`src/rtl/vga_term_pkg.sv`:
```
// Shared types and constants for the VGA text-terminal controller and its display-side helpers.
package vga_term_pkg;

  typedef enum logic [1:0] {
    CLR_ALL = 2'd0,
    IDLE    = 2'd1,
    CLR_ROW = 2'd2
  } term_state_t;

  localparam logic [7:0] CH_BS       = 8'h08;
  localparam logic [7:0] CH_LF       = 8'h0A;
  localparam logic [7:0] CH_FF       = 8'h0C;
  localparam logic [7:0] CH_CR       = 8'h0D;
  localparam logic [7:0] CH_PRINT_LO = 8'h20;
  localparam logic [7:0] CH_PRINT_HI = 8'h7E;

  localparam int         DEF_COLS  = 70;
  localparam int         DEF_ROWS  = 30;
  localparam logic [7:0] DEF_BLANK = 8'h20;

endpackage

```
`src/rtl/vga_row_map.sv`:
```
// (a + b) mod ROWS for the circular row buffer; both operands are already below ROWS.
module vga_row_map
  import vga_term_pkg::*;
#(
  parameter int ROWS = DEF_ROWS
) (
  input  logic [4:0] a,
  input  logic [4:0] b,
  output logic [4:0] y
);

  logic [5:0] sum;

  always_comb begin
    sum = {1'b0, a} + {1'b0, b};
    if (sum >= 6'(ROWS)) y = 5'(sum - 6'(ROWS));
    else                 y = sum[4:0];
  end

endmodule

```
`src/rtl/vga_term_ctrl.sv`:
```
// Text-terminal controller: turns an ASCII stream into one-cell video-memory writes,
// tracking the cursor and scrolling via a circular row offset (top_row).
module vga_term_ctrl
  import vga_term_pkg::*;
#(
  parameter int         COLS  = DEF_COLS,
  parameter int         ROWS  = DEF_ROWS,
  parameter logic [7:0] BLANK = DEF_BLANK
) (
  input  logic       pclk,
  input  logic       reset,
  input  logic       ch_valid,
  input  logic [7:0] ch_data,
  output logic       ch_ready,
  output logic       wr_en,
  output logic [6:0] wr_x,
  output logic [4:0] wr_y,
  output logic [7:0] wr_data,
  output logic [4:0] top_row,
  output logic [6:0] cur_x,
  output logic [4:0] cur_y,
  output logic       busy
);

  localparam int            CELLS     = COLS * ROWS;
  localparam int            CW        = $clog2(CELLS);
  localparam logic [6:0]    X_MAX     = 7'(COLS - 1);
  localparam logic [4:0]    Y_MAX     = 5'(ROWS - 1);
  localparam logic [CW-1:0] CELL_LAST = CW'(CELLS - 1);

  // Handshake: a character is taken on any rising edge where ch_valid && ch_ready;
  // the source must hold ch_data stable while ch_valid is high and ch_ready is low.
  term_state_t   state, state_n;
  logic [CW-1:0] clr_cnt, clr_cnt_n;
  logic [6:0]    clr_x, clr_x_n;
  logic [4:0]    clr_y, clr_y_n;
  logic [4:0]    clear_row, clear_row_n;
  logic [6:0]    cur_x_n, wr_x_n;
  logic [4:0]    cur_y_n, top_row_n, wr_y_n;
  logic [7:0]    wr_data_n;
  logic          wr_en_n, do_nl;
  logic [4:0]    phys;

  vga_row_map #(.ROWS(ROWS)) u_phys (.a(top_row), .b(cur_y), .y(phys));

  always_ff @(posedge pclk or posedge reset) begin
    if (reset) begin
      state     <= CLR_ALL;
      clr_cnt   <= '0;
      clr_x     <= '0;
      clr_y     <= '0;
      clear_row <= '0;
      cur_x     <= '0;
      cur_y     <= '0;
      top_row   <= '0;
      wr_en     <= 1'b0;
      wr_x      <= '0;
      wr_y      <= '0;
      wr_data   <= '0;
      ch_ready  <= 1'b0;
      busy      <= 1'b1;
    end else begin
      state     <= state_n;
      clr_cnt   <= clr_cnt_n;
      clr_x     <= clr_x_n;
      clr_y     <= clr_y_n;
      clear_row <= clear_row_n;
      cur_x     <= cur_x_n;
      cur_y     <= cur_y_n;
      top_row   <= top_row_n;
      wr_en     <= wr_en_n;
      wr_x      <= wr_x_n;
      wr_y      <= wr_y_n;
      wr_data   <= wr_data_n;
      ch_ready  <= (state_n == IDLE);
      busy      <= (state_n != IDLE);
    end
  end

  always_comb begin
    state_n     = state;
    clr_cnt_n   = clr_cnt;
    clr_x_n     = clr_x;
    clr_y_n     = clr_y;
    clear_row_n = clear_row;
    cur_x_n     = cur_x;
    cur_y_n     = cur_y;
    top_row_n   = top_row;
    wr_en_n     = 1'b0;
    wr_x_n      = wr_x;
    wr_y_n      = wr_y;
    wr_data_n   = wr_data;
    do_nl       = 1'b0;

    case (state)
      CLR_ALL: begin
        wr_en_n   = 1'b1;
        wr_x_n    = clr_x;
        wr_y_n    = clr_y;
        wr_data_n = BLANK;
        if (clr_cnt == CELL_LAST) begin
          clr_cnt_n = '0;
          clr_x_n   = '0;
          clr_y_n   = '0;
          state_n   = IDLE;
        end else begin
          clr_cnt_n = clr_cnt + CW'(1);
          if (clr_x == X_MAX) begin
            clr_x_n = '0;
            clr_y_n = clr_y + 5'd1;
          end else begin
            clr_x_n = clr_x + 7'd1;
          end
        end
      end

      CLR_ROW: begin
        wr_en_n   = 1'b1;
        wr_x_n    = clr_x;
        wr_y_n    = clear_row;
        wr_data_n = BLANK;
        if (clr_x == X_MAX) begin
          clr_x_n = '0;
          state_n = IDLE;
        end else begin
          clr_x_n = clr_x + 7'd1;
        end
      end

      IDLE: begin
        if (ch_valid && ch_ready) begin
          if (ch_data >= CH_PRINT_LO && ch_data <= CH_PRINT_HI) begin
            wr_en_n   = 1'b1;
            wr_x_n    = cur_x;
            wr_y_n    = phys;
            wr_data_n = ch_data;
            if (cur_x == X_MAX) begin
              cur_x_n = '0;
              do_nl   = 1'b1;
            end else begin
              cur_x_n = cur_x + 7'd1;
            end
          end else begin
            case (ch_data)
              CH_LF: begin
                cur_x_n = '0;
                do_nl   = 1'b1;
              end
              CH_CR: cur_x_n = '0;
              CH_BS: begin
                if (cur_x != 7'd0) begin
                  cur_x_n   = cur_x - 7'd1;
                  wr_en_n   = 1'b1;
                  wr_x_n    = cur_x - 7'd1;
                  wr_y_n    = phys;
                  wr_data_n = BLANK;
                end
              end
              CH_FF: begin
                cur_x_n   = '0;
                cur_y_n   = '0;
                top_row_n = '0;
                state_n   = CLR_ALL;
              end
              default: ;
            endcase
          end

          // Scrolling reuses the old top row as the new bottom row, so it is blanked.
          if (do_nl) begin
            if (cur_y == Y_MAX) begin
              clear_row_n = top_row;
              top_row_n   = (top_row == Y_MAX) ? 5'd0 : top_row + 5'd1;
              state_n     = CLR_ROW;
            end else begin
              cur_y_n = cur_y + 5'd1;
            end
          end
        end
      end

      default: state_n = CLR_ALL;
    endcase
  end

endmodule

```
`config.mk`:
```
export PLATFORM = sky130hd
export DESIGN_NAME = vga_term_ctrl
export DESIGN_NICKNAME = d
export VERILOG_FILES = /design/src/rtl/vga_term_pkg.sv /design/src/rtl/vga_row_map.sv /design/src/rtl/vga_term_ctrl.sv
export SDC_FILE = /design/constraint.sdc
export NUM_CORES = 1
export LEC_CHECK = 0
export ABC_AREA = 1
export CAP_MARGIN = 20
export CORE_UTILIZATION = 45
export CTS_CLUSTER_SIZE = 28
export DETAILED_ROUTE_END_ITERATION = 8
export GPL_ROUTABILITY_DRIVEN = 0
export PLACE_DENSITY = 0.76
export SYNTH_ARGS = -nofsm -noshare
export SYNTH_HDL_FRONTEND = slang
export SYNTH_SLANG_ARGS = --single-unit
```
`constraint.sdc`:
```
create_clock -name pclk -period 4.6 [get_ports pclk]
set_clock_uncertainty 0.1 [all_clocks]
set_input_delay 0.69 -clock pclk [delete_from_list [all_inputs] [get_ports pclk]]
set_output_delay 0.69 -clock pclk [all_outputs]
set_load 0.1 [all_outputs]
```
After elaboration in Yosys (flattened, before gate mapping)
Cells that the tools add are included.
{ "op_classes": {"n_reduce_logical": 17, "add_sub_neg": 9, "n_lt_le_gt_ge": 3, "n_eq_ne": 17, "mux": 52} }
{ "ops": {"columns": ["cell", "count"], "rows": [
  ["5-bit 2-to-1 mux", 16],
  ["7-bit 2-to-1 mux", 8],
  ["7-bit one-hot mux with 2 select lines", 3],
  ["8-bit by 4-bit equality test with 1-bit output (second input constant)", 4],
  ["8-bit 2-to-1 mux", 4],
  ["8-bit one-hot mux with 2 select lines", 1],
  ["4-bit AND reduction", 4],
  ["5-bit by 1-bit adder with 5-bit output (second input constant)", 3],
  ["5-bit one-hot mux with 3 select lines", 1],
  ["7-bit by 1-bit adder with 7-bit output (second input constant)", 2],
  ["7-bit equality test (second input constant)", 2],
  ["2-bit 2-to-1 mux", 7],
  ["12-bit by 1-bit adder with 12-bit output (second input constant)", 1],
  ["12-bit equality test (second input constant)", 1],
  ["12-bit 2-to-1 mux", 1],
  ["5-bit equality test (second input constant)", 2],
  ["1-bit 2-to-1 mux", 9],
  ["8-bit by 6-bit >= comparator with 1-bit output (second input constant)", 1],
  ["8-bit by 7-bit <= comparator with 1-bit output (second input constant)", 1],
  ["7-bit nonzero test", 1],
  ["7-bit by 1-bit subtractor with 7-bit output (second input constant)", 1],
  ["5-bit by 5-bit adder with 6-bit output", 1],
  ["6-bit by 5-bit >= comparator with 1-bit output (second input constant)", 1],
  ["3-bit != test (second input constant)", 2],
  ["15 further kinds", 21]
]} }
{ "word_totals": {"word_cells": 112, "reg_bits": 71, "output_inout_bits": 40, "input_bits": 11} }

Longest topological paths before layout
Gate-level depths: netlist (run 1).
{ "depth": {"depth_word": 9, "ltp_mapped": 14, "mapped_depth_nobuf": 14} }

Hierarchy
A second synthesis (run 1) with hierarchy kept.
{ "hier_totals": {"hier_cells": 586, "area_unflattened_um2": 4463.0} }
{ "modules_own_cells": {"columns": ["mod", "n_inst", "seq_area_each_um2", "area_per_inst_um2", "cells_per_inst"], "rows": [
  ["vga_term_ctrl", 1, 1778.0, 4119.0, 530],
  ["vga_row_map", 1, 0.0, 344.1, 56]
]} }

Worst setup path after synthesis (run 1)
No wires, ideal clock.
{ "synth_timing": {"kind": "reg2reg", "from": "register top_row[0]", "to": "register wr_y[1]", "n_path_buf": 0, "t_required_ns": 4.380, "setup_time_ns": 0.120, "arrival_time_ns": 2.382, "period_less_slack_ns": 2.602, "path_stages_with_launch": 12, "path_slack_ns": 1.998, "cell_sequence": "dfrtp_1 ha_1 fa_1 inv_1 nor2_1 nand3_1 o21ai_2 nand2_1 nand3_1 nand2_1 nand2_1 nand2_1"} }
{ "synth_between": {"elab_chain_len": 8, "word_cells_on_any_way": 9, "cone_classes": "add/sub (2); order compare (1); mux (6)"} }
{ "synth_rtl": {"columns": ["element", "line", "source"], "rows": [
  ["start, declared", "vga_term_ctrl.sv:19", "output logic [4:0] top_row,"],
  ["start signal, assigned", "vga_term_ctrl.sv:70", "top_row <= top_row_n;"],
  ["5-bit by 5-bit adder with 6-bit output (*)", "vga_row_map.sv:15", "sum = {1'b0, a} + {1'b0, b};"],
  ["5-bit subtractor or 6-bit by 5-bit >= comparator with 1-bit output (tied branches)", "vga_row_map.sv:16", "if (sum >= 6'(ROWS)) y = 5'(sum - 6'(ROWS));"],
  ["5-bit 2-to-1 mux (*)", "vga_row_map.sv:16", null],
  ["5-bit 2-to-1 mux", "vga_term_ctrl.sv:151", "if (cur_x != 7'd0) begin"],
  ["5-bit 2-to-1 mux", "vga_term_ctrl.sv:144", "case (ch_data)"],
  ["5-bit 2-to-1 mux (*)", "vga_term_ctrl.sv:132", "if (ch_data >= CH_PRINT_LO && ch_data <= CH_PRINT_HI) begin"],
  ["5-bit 2-to-1 mux (*)", "vga_term_ctrl.sv:131", "if (ch_valid && ch_ready) begin"],
  ["5-bit one-hot mux with 3 select lines (*)", "vga_term_ctrl.sv:95", "case (state)"],
  ["end signal, assigned", "vga_term_ctrl.sv:73", "wr_y <= wr_y_n;"],
  ["end, declared", "vga_term_ctrl.sv:17", "output logic [4:0] wr_y,"]
]} }
Every way passes the cells marked *; elsewhere a longest branch is shown, timed or not. The select of a mux whose other input is x is not followed.
A chain may end at the register's enable or synchronous reset.

Worst setup path after layout (run 1)
{ "layout_timing": {"from": "register cur_x[2]", "to": "output cur_x[2]"} }
{ "layout_lines": {"columns": ["element", "line", "source"], "rows": [
  ["start, declared", "vga_term_ctrl.sv:20", "output logic [6:0] cur_x,"],
  ["start signal, assigned", "vga_term_ctrl.sv:68", "cur_x <= cur_x_n;"]
]} }
No word-level cell between the ends.

==> metrics.cfg, run 1 <==
[status]
status = complete, no violations

[yosys]
syn_avg_cell_area_um2 = 7.77
synthArstFlopShare_pct = 100
yosys_warnings = 0
synth_cell_types = 45
syn-cell-area_mm2 = 0.00440
yosysTopAreaCell = dfrtp_1
synthFlopType = dfrtp_1
netlist.area_leader.share_pct = 39.9
synth_edf_count = 0
syn_nets = 601
synth_seq_cells = 71
syn_inst = 566
synth-seq-area-share_pct = 40.4
synth_area_leaders = dfrtp_1 (40%), nand2_1 (11%), inv_1 (7.5%)

[cts]
post_cts_buffers = 0
cts_inserted_buffers = 9
cts_max_level = 3
postCtsResizedCells = 0
insertion_delay_ns = 0.35
cts_tree = done
root_buffer = clkbuf_8
cts_buffer_depth = 2
cts_sinks = 71
clk_pin_slew_ns = 0.08
cts_hold_buf = 0

[setup_path]
startpoint_type = flip-flop
setup.worst_path.class = reg -> out
rr_worst_depth = 7
critPathBufInv = 1
cp.required_ns = 3.81
reg2reg_slack_ns = 1.85
r2r-start = state[1]
critical_path.cell_chain = clkdlybuf4s50_1
path_delay_family = buffers and inverters
cpPeakStageDelay_ns = 1.20
regToRegEndpoint = top_row[3]
cp_max_fo = 9
cpMaxStageDelayCell = clkdlybuf4s50_1
crit_path_end_kind = primary output
arrival_ns = 2.10

[pwr]
p_per_area_mw_per_mm2 = 236
power_frac_comb_pct = 3.7
ir_drop_mv = 0.125
sequentialPowerShare_pct = 50.5
p_leak_nw = 2.55
p_sw_share_pct = 21.2
power_switching_mw = 0.262
intPower_mw = 0.974
p_clk_share_pct = 45.8

[sta]
fin_crit_sh_pct = 62.9
worst_pin_slew_ns = 0.982
rsz0062_at_grt = no
tns_ns = 0
max_slew_margin_pct = 34.3
period_minus_slack_ns = 2.89
fmax_ghz = 0.346
final_max_slew_viol_count = 0
finalSetupViolCount = 0
fin_ws_ns = 1.71
finalHoldViolations = 0

[placement]
place_area_mm2 = 0.00500
dp.cells = 736
dpl.hpwl_um = 7510
dp_slack_ns = 1.82
portBuffers = 50

[detailed_routing]
drt.antenna.violating_nets = 0
vias = 3890
route.detailed.drc = 0
post_drt_wl_per_cell_um = 13.5
vias_per_cell = 5.17
drtIter0Drc = 173
firstDrtPassIters = 4
drt_wl_total_um = 10200

[grt]
antenna_found_initial = 0
grt_usage_pct = 21.7
grt_max_degree = 51
grt_pass1_vias = 3727
grt_pass1_wl_um = 17200
gr-total-overflow = 0

[cells_and_area]
antenna_cells = 0
final_area_mm2 = 0.00524
final_cells = 753
nets = 654
areaGrowthSynthToFinish_pct = 19.2
drive_above_1_share_pct = 7.37

[floorplanning]
die-area_mm2 = 0.0102
ios = 51
die_h_um = 101
num_rows = 35
core_area_mm2 = 0.00937
start_util_pct = 46.9
fp.dieW_um = 101

[run]
drv_cap = 0

[min_path]
holdCritStartpoint = wr_y[4]
hold_depth = 2
hold_path_class = reg -> reg
min_to = wr_y[4]

==> layer usage <==
| metal | track usage (%) | wire length (µm) |
|---|---|---|
| met1 | 27.9 | 4600 |
| met4 | 7.47 | 152 |
| met3 | 3.54 | 386 |
| met2 | 37.2 | 5030 |
| met5 | 0 | 0 |
==> cell usage after synthesis (2+ instances only) <==
master,number
nand3_1,42
o211ai_1,3
nand4_1,10
nor3b_1,2
or2_0,2
mux2i_1,2
xnor2_1,5
xor2_1,17
buf_2,4
inv_2,3
o22ai_1,13
nor2_2,4
nand2_1,126
buf_4,3
nand3b_1,4
nand2_2,4
nor2_1,34
nand3_2,3
o21ai_2,6
nor3_1,13
buf_6,2
dfrtp_1,70
ha_1,23
o21ai_1,8
a21oi_1,24
inv_1,88
o21ai_0,33
==> registers in the layout, indices dropped and copies added, names as in the netlist, 5 cells and up <==
register,flops
clear_row,5
cur_y,5
wr_data,8
wr_x,7
top_row,5
clr_y,5
clr_cnt,12
wr_y,5
clr_x,7
cur_x,7
==> how the worst max path moves through the flow <==
stage                          start          to  slack (ns)  cells past startpoint
after floorplan           top_row[0]     wr_y[1]        2.00                     11
after global placement    ch_data[0]    state[1]        1.88                     12
after detailed placement  ch_data[0]    state[1]        1.82                     12
after CTS                   cur_x[2]    cur_x[2]        1.70                      1
after global routing        state[1]  top_row[3]        1.60                      7
final                       cur_x[2]    cur_x[2]        1.71                      1
==> layout by cell type (no fill, tap or decap), drive strengths merged, types with 3 or more instances in the layout <==
cell type / Yosys / final
nand3: 45 / 45
or2: 4 / 4
o21ai: 48 / 48
clkdlybuf4s50: 0 / 50
nand4: 11 / 11
xnor2: 5 / 5
nor2: 39 / 39
nand3b: 5 / 5
inv: 91 / 91
ha: 23 / 23
o22ai: 13 / 13
xor2: 17 / 17
nor3: 13 / 13
clkbuf: 1 / 13
o211ai: 3 / 3
dfrtp: 70 / 70
nand2: 130 / 130
a21oi: 25 / 25
==> cell type report <==
cell class	instances	area [µm²]
clock buffers	13	159
clock inverters	3	65.1
fillers	860	4130
inverters	92	345
multi-input cells	393	2200
flip-flops and latches	71	1780
well taps	129	161
repair buffers	52	528
==> power by group through the flow <==
stage / registers (mW) / clock network, mW / logic (mW)
5_1_grt: 0.624 / 0.597 / 0.0533
2_1_floorplan: 0.636 / 0 / 0.0259
4_1_cts: 0.624 / 0.573 / 0.0450
3_5_place_dp: 0.636 / 0 / 0.0446
6_report: 0.624 / 0.566 / 0.0464
3_3_place_gp: 0.636 / 0 / 0.0440
==> kinds of logic after synthesis <==
family	synth area share (%)
muxes	0.455
AOI/OAI and AO/OA	12.2
and+or+nand+nor	26.1
xor gates and xnor gates	4.38
buffers and inverters	9.42
adders and majority gates	7.00
DFF	40.4
==> per-stage QoR <==
| stage | total power, mW | util [%] | hold slack, ns |
|---|---|---|---|
| after floorplan | 0.662 | - | 0.355 |
| after global placement | 0.680 | 53.3 | 0.364 |
| after detailed placement | 0.681 | 53.3 | 0.369 |
| after CTS | 1.24 | 55.7 | 0.387 |
| after global routing | 1.27 | 55.9 | 0.414 |
| final | 1.24 | 55.9 | 0.386 |
(Power assumes the default switching activity.)
==> run 2: changes to the inputs <==
PLACE_DENSITY = 0.79   (was 0.76)
clock period = 2.6 ns   (was 4.6 ns; I/O delays follow)
==> metrics.cfg, run 2 (synthesis results as in run 1) <==
[status]
status = complete, no violations

[cts]
insertion_delay_ns = 0.36
cts_buffer_depth = 2
cts_max_level = 3
clk_pin_slew_ns = 0.08
cts_hold_buf = 0
cts_sinks = 71
post_cts_buffers = 0
cts_tree = done
postCtsResizedCells = 0
cts_inserted_buffers = 9
root_buffer = clkbuf_8

[sta]
fin_crit_sh_pct = 89.2
rsz0062_at_grt = no
final_max_slew_viol_count = 0
finalHoldViolations = 0
finalSetupViolCount = 0
max_slew_margin_pct = 58.7
holdWs_ns = 0.329
tns_ns = 0
period_minus_slack_ns = 2.32
fmax_ghz = 0.431
worst_pin_slew_ns = 0.615

[cells_and_area]
largest_reg_flops = 12
final_cells = 760
mostFrequentLayoutCells = nand2_1 (126), inv_1 (87), dfrtp_1 (69)
nets = 661
areaGrowthSynthToFinish_pct = 18.4
drive_above_1_share_pct = 15.2
regMostFlops = clr_cnt
largestRegisters = clr_cnt x12, wr_data x8
final_common_cell = nand2_1
fin_util_pct = 55.5
antenna_cells = 0
fill_cells = 852

[run]
drv_cap = 0

[setup_path]
setup.worst_path.class = reg -> reg
critical_path.cell_chain = ha_1 -> fa_1 -> inv_1 -> nor2_1 -> nand3_1 -> o21ai_2 -> nand2_1 -> nand3_1 -> nand2_1 -> nand2_1 -> nand2_1
cp_max_fo = 6
cp.required_ns = 2.75
cpPeakStageDelay_ns = 0.55
cpMaxStageDelayCell = fa_1
startpoint_type = flip-flop
crit_path_end_kind = flip-flop
crit_path_frequent_cell = nand2_1
arrival_ns = 2.47

[detailed_routing]
firstDrtPassIters = 5
post_drt_wl_per_cell_um = 13.5
drtIter0Drc = 201
vias_per_cell = 5.19
vias = 3944
route.detailed.drc = 0
drt_wl_total_um = 10300
drt.antenna.violating_nets = 0

[floorplanning]
start_util_pct = 46.9
die_h_um = 101
core_area_mm2 = 0.00937
fp.dieW_um = 101
die-area_mm2 = 0.0102
num_rows = 35
ios = 51

[pwr]
p_leak_nw = 2.62
ir_drop_mv = 0.263
p_per_area_mw_per_mm2 = 439

[grt]
gr-total-overflow = 0
grt_usage_pct = 21.8
grt_pass1_wl_um = 17300
grt_pass1_vias = 3832
antenna_found_initial = 0
grt_max_degree = 29

[placement]
dp.cells = 744
portBuffers = 50
dpl.hpwl_um = 7680

[min_path]
hold_path_class = in -> async

run 2: cell types whose count changed in the layout (fill, tap and decap cells not counted):
cell             previous run  this run
buf_4                       1        49
clkdlybuf4s50_1            50        10
clkinv_4                    0         3
clkbuf_1                    2         0
clkbuf_8                   11         9
buf_12                      1         0
bufinv_16                   2         3
dfrtp_1                    70        69
dfrtp_2                     0         1
run 2: cell type report:
cell class	instances	area, µm²	share of cell area [%]
Inverter	92	345	6.64
Tap cell	129	161	3.10
Sequential cell	71	1780	34.2
Timing Repair Buffer	59	468	8.99
Clock inverter	7	121	2.33
Clock buffer	9	124	2.38
Multi-Input combinational cell	393	2200	42.4
run 2: metal layers:
layer  global-route usage (%)  up-vias  wire length [µm]
li1                         -     1958                 -
met1                     28.4     1869              4650
met2                     36.0      100              4970
met3                     4.16       17               474
met4                     8.25        0               178
met5                        0        -                 0
run 2: through the flow:
stage | setup slack, ns | cell area, µm² | power (mW)
floorplan | 0.0318 | 4400 | 1.17
global placement | 0.222 | 4960 | 1.21
detailed placement | 0.177 | 4960 | 1.21
CTS | 0.303 | 5200 | 2.29
global route | 0.0929 | 5200 | 2.34
finish | 0.282 | 5200 | 2.28
run 2: worst paths after layout:
kind	start	to	slack (ns)	cells after the start
max	top_row[0]	wr_y[2]	0.28	11
max in group asynchronous	reset	wr_y[0]	1.45	3
min	reset	clr_x[2]	0.33	2
min reg2reg	wr_y[1]	wr_y[1]	0.38	2
max reg2reg	top_row[0]	wr_y[2]	0.28	11
min in group pclk	wr_y[1]	wr_y[1]	0.38	2
run 2: worst max-delay path: cells and delay by family, from the launching register on:
kind	cells	cell delay, ns
adder cells (fa/ha/maj)	2	0.82
buffers and inverters	1	0.07
AO/OA/AOI/OAI	1	0.17
AND/OR/NAND/NOR	7	0.60
flip-flops	1	0.46
run 2: power by group:
group	total (mW)	internal [mW]	switching (mW)	leakage (nW)
clock network	1.09	0.640	0.453	0.123
logic	0.0861	0.0302	0.0560	1.65
registers	1.10	1.10	0	0.850
==> run 3: changes to the inputs <==
HOLD_SLACK_MARGIN = 0.03   (was default)
SLEW_MARGIN = 20   (was default)
SYNTH_HIERARCHICAL = 1   (was default)
==> metrics.cfg, run 3 <==
[yosys]
synth-seq-area-share_pct = 39.8
syn_nets = 621
synth_seq_cells = 71
synth_most_common_cell = nand2_1
syn_avg_cell_area_um2 = 7.62
syn-cell-area_mm2 = 0.00446
synthFlopType = dfrtp_1
yosys_warnings = 6
syn_inst = 586
netlist.area_leader.share_pct = 39.2
synthArstFlopShare_pct = 100
synth_edf_count = 0
synth_common_cells = nand2_1 (139), dfrtp_1 (70), inv_1 (68)
synth_area_leaders = dfrtp_1 (39%), nand2_1 (12%), ha_1 (6.4%)
yosysTopAreaCell = dfrtp_1
synth_cell_types = 41

[setup_path]
crit_path_frequent_cell = nand2_1
critical_path.cell_chain = ha_4 -> inv_2 -> fa_2 -> xor2_2 -> inv_1 -> ha_1 -> nand3_1 -> nand2_1 -> nand2_1 -> nand2_1 -> nand2_1 -> o21ai_0 -> nand2_1 -> o21ai_0 -> nand2_1 -> nand2_1
crit_path_end_kind = flip-flop
cpPeakStageDelay_ns = 0.44
cp.required_ns = 2.74
arrival_ns = 2.47
cpMaxStageDelayCell = dfrtp_2
cp_max_fo = 6
startpoint_type = flip-flop
setup.worst_path.class = reg -> reg

[pwr]
intPower_mw = 1.70
p_clk_share_pct = 45.9
power_switching_mw = 0.496
power_frac_comb_pct = 3.9
power_mw = 2.20
p_per_area_mw_per_mm2 = 414
sequentialPowerShare_pct = 50.2
p_sw_share_pct = 22.6
p_leak_nw = 2.63
ir_drop_mv = 0.227

[cts]
cts_buffer_depth = 2
cts_max_level = 3
cts_inserted_buffers = 9
root_buffer = clkbuf_8
insertion_delay_ns = 0.35
clk_pin_slew_ns = 0.08
postCtsResizedCells = 0
cts_sinks = 71
cts_tree = done

[floorplanning]
die_h_um = 102
die-area_mm2 = 0.0103
start_util_pct = 47.4
num_rows = 35
core_area_mm2 = 0.00942
ios = 51
fp.dieW_um = 102

[detailed_routing]
post_drt_wl_per_cell_um = 13.3
route.detailed.drc = 0
vias = 4020
firstDrtPassIters = 5
drt.antenna.violating_nets = 0
vias_per_cell = 5.15
drt_wl_total_um = 10400
drtIter0Drc = 214

[grt]
grt_pass1_vias = 3943
grt_usage_pct = 22.2
grt_util_met2_pct = 36.1
antenna_found_initial = 0
top_usage_layer = met2
gr-total-overflow = 0
met1_usage_pct = 29.2
grt_pass1_wl_um = 17800
grt_util_met3_pct = 4.76
grt_max_degree = 47

[sta]
rsz0062_at_grt = no
finalSetupViolCount = 0
finalHoldViolations = 0
max_slew_margin_pct = 72.1
tns_ns = 0
worst_pin_slew_ns = 0.418
final_max_slew_viol_count = 0
fin_crit_sh_pct = 89.6
fmax_ghz = 0.429
period_minus_slack_ns = 2.33

[cells_and_area]
regMostFlops = clr_cnt
mostFrequentLayoutCells = nand2_1 (139), inv_1 (65), dfrtp_1 (62)
largest_reg_flops = 12
final_cells = 781
multiInputGateArea_mm2 = 0.00234
fill_cells = 880
nets = 682
final_common_cell = nand2_1
drive_above_1_share_pct = 18.3
antenna_cells = 0
areaGrowthSynthToFinish_pct = 18.8
largestRegisters = clr_cnt x12, wr_data x8
layout.area.seq_mm2 = 0.00179

[min_path]
hold_path_class = in -> async

[run]
drv_cap = 0

[placement]
dpl.hpwl_um = 7810
dp.cells = 764
portBuffers = 50

[status]
status = complete, no violations

run 3: logic make-up (layout without fill, tap and decap cells):
kind of cell	after synthesis	count (layout)	synth area share [%]
mux	2	2	0.505
buf+inv	89	155	8.38
xor+xnor	18	18	3.53
fa+ha+maj	24	24	6.90
flops	71	71	39.8
simple gates	285	285	28.5
compound gates	97	97	12.4
run 3: per-stage QoR:
stage | util [%] | instance area (µm²) | setup WS [ns] | hold slack (ns)
finish | 56.3 | 5300 | 0.269 | 0.253
global route | 56.3 | 5300 | 0.0387 | 0.272
CTS | 56.2 | 5290 | 0.231 | 0.256
detailed placement | 53.9 | 5070 | 0.246 | 0.376
global placement | 53.9 | 5070 | 0.311 | 0.371
floorplan | - | 4500 | -0.0174 | 0.368
run 3: worst paths after layout:
check,start,to,slack (ns),depth (start not counted)
worst max-delay path,top_row[0],wr_y[3],0.27,16
min in group pclk,wr_data[4],wr_data[4],0.39,2
max in group asynchronous,reset,cur_x[3],1.37,4
worst min-delay path,reset,wr_y[0],0.25,2
worst min register to register,wr_data[4],wr_data[4],0.39,2
worst max register to register,top_row[0],wr_y[3],0.27,16
run 3: cell type report:
cell class / count / share of cell area (%)
Inverter: 77 / 5.45
Sequential cell: 71 / 33.7
Multi-Input combinational cell: 426 / 44.1
Clock buffer: 11 / 2.67
Timing Repair Buffer: 62 / 9.49
Tap cell: 129 / 3.04
Clock inverter: 5 / 1.53
run 3: what timing repair did:
| action | in CTS | in global routing |
|---|---|---|
| hold buffers | 0 | 0 |
| buffers inserted | 0 | 1 |
| setup endpoints to repair | 0 | 1 |
run 3: layer usage:
metal	up-vias	wire length, µm
met4	0	153
met2	107	4820
met1	1854	4830
met5	-	0
li1	2046	-
met3	13	548
run 3: power by group through the flow:
stage,sequential [mW],combinational (mW),clock [mW]
6_report,1.10,0.0852,1.01
5_1_grt,1.10,0.0959,1.08
4_1_cts,1.10,0.0863,1.03
3_5_place_dp,1.13,0.0862,0
3_3_place_gp,1.13,0.0848,0
2_1_floorplan,1.13,0.0515,0
run 3: critical path: cells and delay by family, from the launching register on:
| family | cells | cell delay (ns) |
|---|---|---|
| AOI/OAI and AO/OA | 2 | 0.15 |
| xor gates and xnor gates | 1 | 0.18 |
| adders and majority gates | 3 | 0.73 |
| buffers and inverters | 2 | 0.12 |
| DFF | 1 | 0.44 |
| and+or+nand+nor | 8 | 0.50 |
